==> src/rtl/atm_keypad_frontend_if.sv <==
// Signal bundle between the raw keypad and the ATM keypad front-end.
// master: keypad/stimulus side; slave: the front-end itself.
interface atm_keypad_frontend_if;
  logic        tecla_valida;
  logic [3:0]  tecla;
  logic        modo_monto;
  logic [3:0]  digito;
  logic        add_digit;
  logic [31:0] monto;
  logic        monto_stb;
  logic        error_monto;

  modport master (
    output tecla_valida, tecla, modo_monto,
    input  digito, add_digit, monto, monto_stb, error_monto
  );

  modport slave (
    input  tecla_valida, tecla, modo_monto,
    output digito, add_digit, monto, monto_stb, error_monto
  );
endinterface

==> src/rtl/atm_keypad_frontend.sv <==
// Keypad front-end: one acceptance per press, PIN digit forwarding or decimal amount accumulation.
// Optional debounce stage compiled in with `define KEYPAD_DEBOUNCE_EN.
module atm_keypad_frontend #(
  parameter int MAX_DIGITOS = 9,
  parameter int DEB_CICLOS  = 4
) (
  input  logic                 clk,
  input  logic                 rst,
  atm_keypad_frontend_if.slave kp
);
  localparam int            CW      = $clog2(MAX_DIGITOS + 1);
  localparam logic [CW-1:0] CNT_MAX = CW'(MAX_DIGITOS);

  typedef enum logic [1:0] {
    ST_IDLE = 2'd0,
    ST_HOLD = 2'd1
`ifdef KEYPAD_DEBOUNCE_EN
    , ST_DEB = 2'd2
`endif
  } state_t;

  state_t        state_r;
  logic          modo_prev_r;
  logic [31:0]   acc_r;
  logic [CW-1:0] cnt_r;
  logic [3:0]    digito_r;
  logic          add_digit_r;
  logic [31:0]   monto_r;
  logic          monto_stb_r;
  logic          error_monto_r;

  logic          accept_s;
  logic          mode_chg_s;
  logic          is_digit_s;
  logic [31:0]   acc_eff_s;
  logic [CW-1:0] cnt_eff_s;
  logic [35:0]   nx_s;

`ifdef KEYPAD_DEBOUNCE_EN
  localparam int            DW      = $clog2(DEB_CICLOS + 1);
  localparam logic [DW-1:0] DEB_LIM = DW'(DEB_CICLOS);
  logic [DW-1:0] deb_cnt_r;
  logic [3:0]    deb_code_r;
`endif

  // Acceptance strobe and mode-change-adjusted accumulator view
  always_comb begin
    accept_s   = 1'b0;
    mode_chg_s = (kp.modo_monto != modo_prev_r);
    is_digit_s = (kp.tecla <= 4'd9);
    if (mode_chg_s) begin
      acc_eff_s = 32'd0;
      cnt_eff_s = {CW{1'b0}};
    end else begin
      acc_eff_s = acc_r;
      cnt_eff_s = cnt_r;
    end
    // 36 bits is enough for (2^32-1)*10 + 9
    nx_s = ({4'd0, acc_eff_s} * 36'd10) + {32'd0, kp.tecla};
    case (state_r)
      ST_IDLE: begin
`ifdef KEYPAD_DEBOUNCE_EN
        accept_s = kp.tecla_valida && (DEB_CICLOS <= 1);
`else
        accept_s = kp.tecla_valida;
`endif
      end
`ifdef KEYPAD_DEBOUNCE_EN
      ST_DEB: begin
        accept_s = kp.tecla_valida && (kp.tecla == deb_code_r) &&
                   ((deb_cnt_r + DW'(1)) == DEB_LIM);
      end
`endif
      ST_HOLD: accept_s = 1'b0;
      default: accept_s = 1'b0;
    endcase
  end

  // Press FSM, accumulator and registered outputs
  always_ff @(posedge clk or posedge rst) begin
    if (rst) begin
      state_r       <= ST_IDLE;
      modo_prev_r   <= 1'b0;
      acc_r         <= 32'd0;
      cnt_r         <= {CW{1'b0}};
      digito_r      <= 4'd0;
      add_digit_r   <= 1'b0;
      monto_r       <= 32'd0;
      monto_stb_r   <= 1'b0;
      error_monto_r <= 1'b0;
`ifdef KEYPAD_DEBOUNCE_EN
      deb_cnt_r     <= {DW{1'b0}};
      deb_code_r    <= 4'd0;
`endif
    end else begin
      add_digit_r   <= 1'b0;
      monto_stb_r   <= 1'b0;
      error_monto_r <= 1'b0;
      modo_prev_r   <= kp.modo_monto;
      acc_r         <= acc_eff_s;
      cnt_r         <= cnt_eff_s;

      case (state_r)
        ST_IDLE: begin
          if (accept_s) begin
            state_r <= ST_HOLD;
          end
`ifdef KEYPAD_DEBOUNCE_EN
          else if (kp.tecla_valida) begin
            state_r    <= ST_DEB;
            deb_cnt_r  <= DW'(1);
            deb_code_r <= kp.tecla;
          end
`endif
        end
`ifdef KEYPAD_DEBOUNCE_EN
        ST_DEB: begin
          if (accept_s) begin
            state_r   <= ST_HOLD;
            deb_cnt_r <= {DW{1'b0}};
          end else if (kp.tecla_valida && (kp.tecla == deb_code_r)) begin
            deb_cnt_r <= deb_cnt_r + DW'(1);
          end else begin
            state_r   <= ST_IDLE;
            deb_cnt_r <= {DW{1'b0}};
          end
        end
`endif
        ST_HOLD: begin
          if (!kp.tecla_valida) begin
            state_r <= ST_IDLE;
          end
        end
        default: state_r <= ST_IDLE;
      endcase

      if (accept_s) begin
        if (kp.modo_monto) begin
          if (is_digit_s) begin
            if ((nx_s > 36'h0_FFFF_FFFF) || (cnt_eff_s == CNT_MAX)) begin
              error_monto_r <= 1'b1;
              acc_r         <= 32'd0;
              cnt_r         <= {CW{1'b0}};
            end else begin
              acc_r <= nx_s[31:0];
              cnt_r <= cnt_eff_s + CW'(1);
            end
          end else if (kp.tecla == 4'hA) begin
            if (cnt_eff_s != {CW{1'b0}}) begin
              monto_r     <= acc_eff_s;
              monto_stb_r <= 1'b1;
              acc_r       <= 32'd0;
              cnt_r       <= {CW{1'b0}};
            end
          end else if (kp.tecla == 4'hB) begin
            acc_r <= 32'd0;
            cnt_r <= {CW{1'b0}};
          end
        end else if (is_digit_s) begin
          digito_r    <= kp.tecla;
          add_digit_r <= 1'b1;
        end
      end
    end
  end

  assign kp.digito      = digito_r;
  assign kp.add_digit   = add_digit_r;
  assign kp.monto       = monto_r;
  assign kp.monto_stb   = monto_stb_r;
  assign kp.error_monto = error_monto_r;
endmodule

==> src/flat_wrapper.sv <==
// flat-port wrapper written by rule: the top's interface ports become plain ports
module atm_keypad_frontend_flat 
#(
  parameter int MAX_DIGITOS = 9,
  parameter int DEB_CICLOS  = 4
)
  (clk, rst, kp_tecla_valida, kp_tecla, kp_modo_monto, kp_digito, kp_add_digit, kp_monto, kp_monto_stb, kp_error_monto);
  atm_keypad_frontend_if kp_i ();
  input  logic clk;
  input  logic rst;
  input wire logic [$bits(kp_i.tecla_valida)-1:0] kp_tecla_valida;
  input wire logic [$bits(kp_i.tecla)-1:0] kp_tecla;
  input wire logic [$bits(kp_i.modo_monto)-1:0] kp_modo_monto;
  output wire logic [$bits(kp_i.digito)-1:0] kp_digito;
  output wire logic [$bits(kp_i.add_digit)-1:0] kp_add_digit;
  output wire logic [$bits(kp_i.monto)-1:0] kp_monto;
  output wire logic [$bits(kp_i.monto_stb)-1:0] kp_monto_stb;
  output wire logic [$bits(kp_i.error_monto)-1:0] kp_error_monto;
  assign kp_i.tecla_valida = kp_tecla_valida;
  assign kp_i.tecla = kp_tecla;
  assign kp_i.modo_monto = kp_modo_monto;
  assign kp_digito = kp_i.digito;
  assign kp_add_digit = kp_i.add_digit;
  assign kp_monto = kp_i.monto;
  assign kp_monto_stb = kp_i.monto_stb;
  assign kp_error_monto = kp_i.error_monto;
  atm_keypad_frontend #(.MAX_DIGITOS(MAX_DIGITOS), .DEB_CICLOS(DEB_CICLOS)) u_core (.clk(clk), .rst(rst), .kp(kp_i));
endmodule
==> config.mk <==
export PLATFORM = sky130hd
export DESIGN_NAME = atm_keypad_frontend_flat
export DESIGN_NICKNAME = d
export VERILOG_FILES = /design/src/rtl/atm_keypad_frontend_if.sv /design/src/rtl/atm_keypad_frontend.sv /design/src/flat_wrapper.sv
export SDC_FILE = /design/constraint.sdc
export NUM_CORES = 1
export LEC_CHECK = 0
export CAP_MARGIN = 25
export CORE_MARGIN = 5
export CORE_UTILIZATION = 40
export DETAILED_ROUTE_END_ITERATION = 10
export SLEW_MARGIN = 10
export SYNTH_ARGS = -nofsm -noshare
export SYNTH_HDL_FRONTEND = slang
export SYNTH_SLANG_ARGS = --single-unit
==> constraint.sdc <==
create_clock -name clk -period 5.4 [get_ports clk]
set_clock_uncertainty 0.2 [all_clocks]
set_input_delay 0.54 -clock clk [delete_from_list [all_inputs] [get_ports clk]]
set_output_delay 0.54 -clock clk [all_outputs]
set_load 0.1 [all_outputs]
==> results.toml <==
[global_route]
use_met1 = 0.2703
busiest_layer = "met2"
grt_usage = 0.2196
antenna_found_initial = 0
grt_pass1_wl_mm = 31.99
grt_max_degree = 58
grt.overflow.total = 0
grt_pass1_vias = 6311
grt.met2_usage = 0.3866
grt_use_met3 = 0.04098

[routing]
vias = 6356
first_iter_violations = 421
avgRoutedWirePerCell_um = 17.17
drtPass1Iterations = 5
vias_per_cell = 5.498
drcViolationCount = 0
postRouteAntennaNets = 0
wl_mm = 19.85

[pwr]
peakVddDrop_uv = 246.3
powerDensity_nw_per_um2 = 184.1
p_leak_nw = 4.095

[timing]
rsz0062_at_grt = "true"
fin_crit_sh = 0.9887
slew-limit-headroom = 0.3315
whs_ns = 0.2767
hold_viol = 0
max_clock_freq_mhz = 187.3
slew_viol_final = 0
fin_crit_ns = 5.339
setup_violations = 0
tightest_slew_ns = 0.9997

[critical_path]
criticalPathCategory = "input pin to flop"
worst-path-max-fanout = 11
cp-start-kind = "input pin"
r2r-end = "u_core.acc_r[5]"
reg2reg_from = "u_core.modo_prev_r"
critical_path_required_ns = 5.45
worst-r2r-setup-slack_ns = 0.08
end_kind = "flop"
cp.arrival_ns = 5.39
worstRegToRegCells = 19

[clock_tree]
clk_pin_slew_ns = 0.06
clock_sinks = 77
cts_buffers = 9
h-tree-depth = 3
cts_root_buf = "clkbuf_16"
cts_tree = "done"
clockBufferDepth = 2
insertion_delay_ns = 0.34

[floorplanning]
std_cell_rows = 45
die_h_um = 134.6
core-area_um2 = 15200
fp.dieW_um = 134.6
ios = 47
initial_core_util = 0.4083
dieArea_um2 = 18110

[synth]
synth.distinct_cells = 59
netlist_instances = 756
async_flop_share = 1.000
synth_seq_cells = 77
avgSynthCellArea_um2 = 8.211
syn_area_um2 = 6207
ys_seq_area_frac = 0.3104
ys.flop_type = "dfrtp_1"
syn_nets = 811
yosysWarnings = 0
synth_edf_count = 0

[final_layout]
layout_commonest_cell = "buf_4"
final_nets = 1018
diodes = 0
layout_common_cells = "buf_4 (183), nand2_1 (125), dfrtp_1 (76)"
final_cells = 1156
stdcell_area_um2 = 8675
syn_to_final_growth_pct = 39.75
drive_gt1_frac = 0.2665

[hold_path]
hold_depth = 2
hold_path_class = "flop to flop"
hold_end = "u_core.kp.monto[12]"
holdCritStartpoint = "u_core.kp.monto[12]"

[placed_design]
numPortBuffers = 46
place_congestion = 0.9255
placed_cell_area_um2 = 8232
place_inst = 1136
dp_hpwl_mm = 15.73

[flow_run]
maxCapViolCount = 0

[status]
status = "finished, final reports clean"
area by class of cell:
class	count	area [µm²]
clock buffer	10	239.0
multi-input combinational	626	4218
clock inverter	6	70.07
sequential	77	1928
tap	188	235.2
timing repair buffer	233	1921
fill	1406	6528
inverter	16	63.81
Yosys cell counts, drive strengths merged, types with 3 or more instances:
cell	n	area (µm²)
o21bai	5	37.54
and3	31	193.9
o21ai	71	385.4
a21o	8	60.06
nand4	16	100.1
and2	14	87.58
mux2	9	101.4
nor3	9	45.04
buf	5	58.80
and4	3	26.28
nand3	20	100.1
o22ai	6	37.54
nand2	130	488.0
ha	45	563.0
a22o	4	35.03
o21a	6	45.04
xnor2	53	464.2
nor3b	3	22.52
nor4	3	18.77
dfrtp	77	1927
o311ai	3	26.28
nor2	56	210.2
or3	4	25.02
xor2	27	236.5
o221ai	3	26.28
a22oi	3	22.52
a21oi	43	219.0
nand2b	5	31.28
a211oi	5	37.54
inv	16	60.06
clkbuf	32	120.1
o2bb2ai	6	58.80
or4	3	26.27
logic make-up after synthesis:
family	count (synthesis)	share of synthesized area
adder cells (fa/ha/maj)	47	0.09716
flip-flops	77	0.3104
XOR/XNOR	80	0.1129
AO/OA/AOI/OAI	180	0.1861
buffers and inverters	53	0.03850
multiplexers	11	0.01955
AND/OR/NAND/NOR	308	0.2354
layer usage:
layer | wire, µm | vias up
met4 | 582 | 0
met3 | 823 | 45
met2 | 9738 | 152
met1 | 8708 | 3071
li1 | - | 3088
met5 | 0 | -
state kept, by name, indices dropped and copies added (netlist names):
register               cells
u_core.acc_r              32
u_core.kp.monto           32
u_core.cnt_r               4
u_core.kp.digito           4
u_core.kp.add_digit        1
u_core.kp.error_monto      1
u_core.kp.monto_stb        1
u_core.modo_prev_r         1
u_core.state_r             1
critical path: stages:
cell and delay (ns):
clkdlybuf4s15_2 0.24, xnor2_4 0.16, buf_12 0.15, nand2_4 0.07
inv_4 0.04, ha_4 0.15, ha_4 0.16, fa_2 0.36
a21o_1 0.21, a221oi_4 0.25, a21oi_1 0.10, o311a_1 0.35
or2_4 0.25, or4_4 0.53, or4_4 0.43, or4_4 0.50
mux2i_1 0.15, or3_4 0.41, clkbuf_16 0.20, o22ai_1 0.12
where the power goes:
group	internal, mW	switching [mW]
clock	0.374	0.252
sequential	0.604	0.0201
combinational	0.104	0.243
metrics by stage:
stage,total power [mW],TNS (ns),utilization,worst slack [ns]
after floorplan,0.8691,-3.659,-,-0.1572
after global placement,0.9582,-26.76,0.5410,-0.8279
after detailed placement,0.9675,-28.54,0.5415,-0.9225
after CTS,1.598,0,0.5645,0.03737
after global routing,1.654,-0.8914,0.5706,-0.05119
final,1.597,0,0.5706,0.06118
worst max-delay path by stage:
stage / end / startpoint / cells past startpoint
final: u_core.acc_r[5] / kp_modo_monto / 20
after floorplan: u_core.cnt_r[0] / kp_modo_monto / 21
after global placement: u_core.acc_r[9] / kp_modo_monto / 16
after global routing: u_core.acc_r[10] / u_core.modo_prev_r / 19
after CTS: u_core.acc_r[10] / u_core.modo_prev_r / 19
after detailed placement: u_core.acc_r[6] / kp_modo_monto / 17
timing repair:
item                                    CTS  global route
pin swaps                                 2             1
buffers inserted                          1             1
endpoints found under the setup margin   37            28
resized for setup                        11            12
hold buffers                              0             0
gates cloned                              0             1
Note: power is estimated with default switching activity, not from simulation.
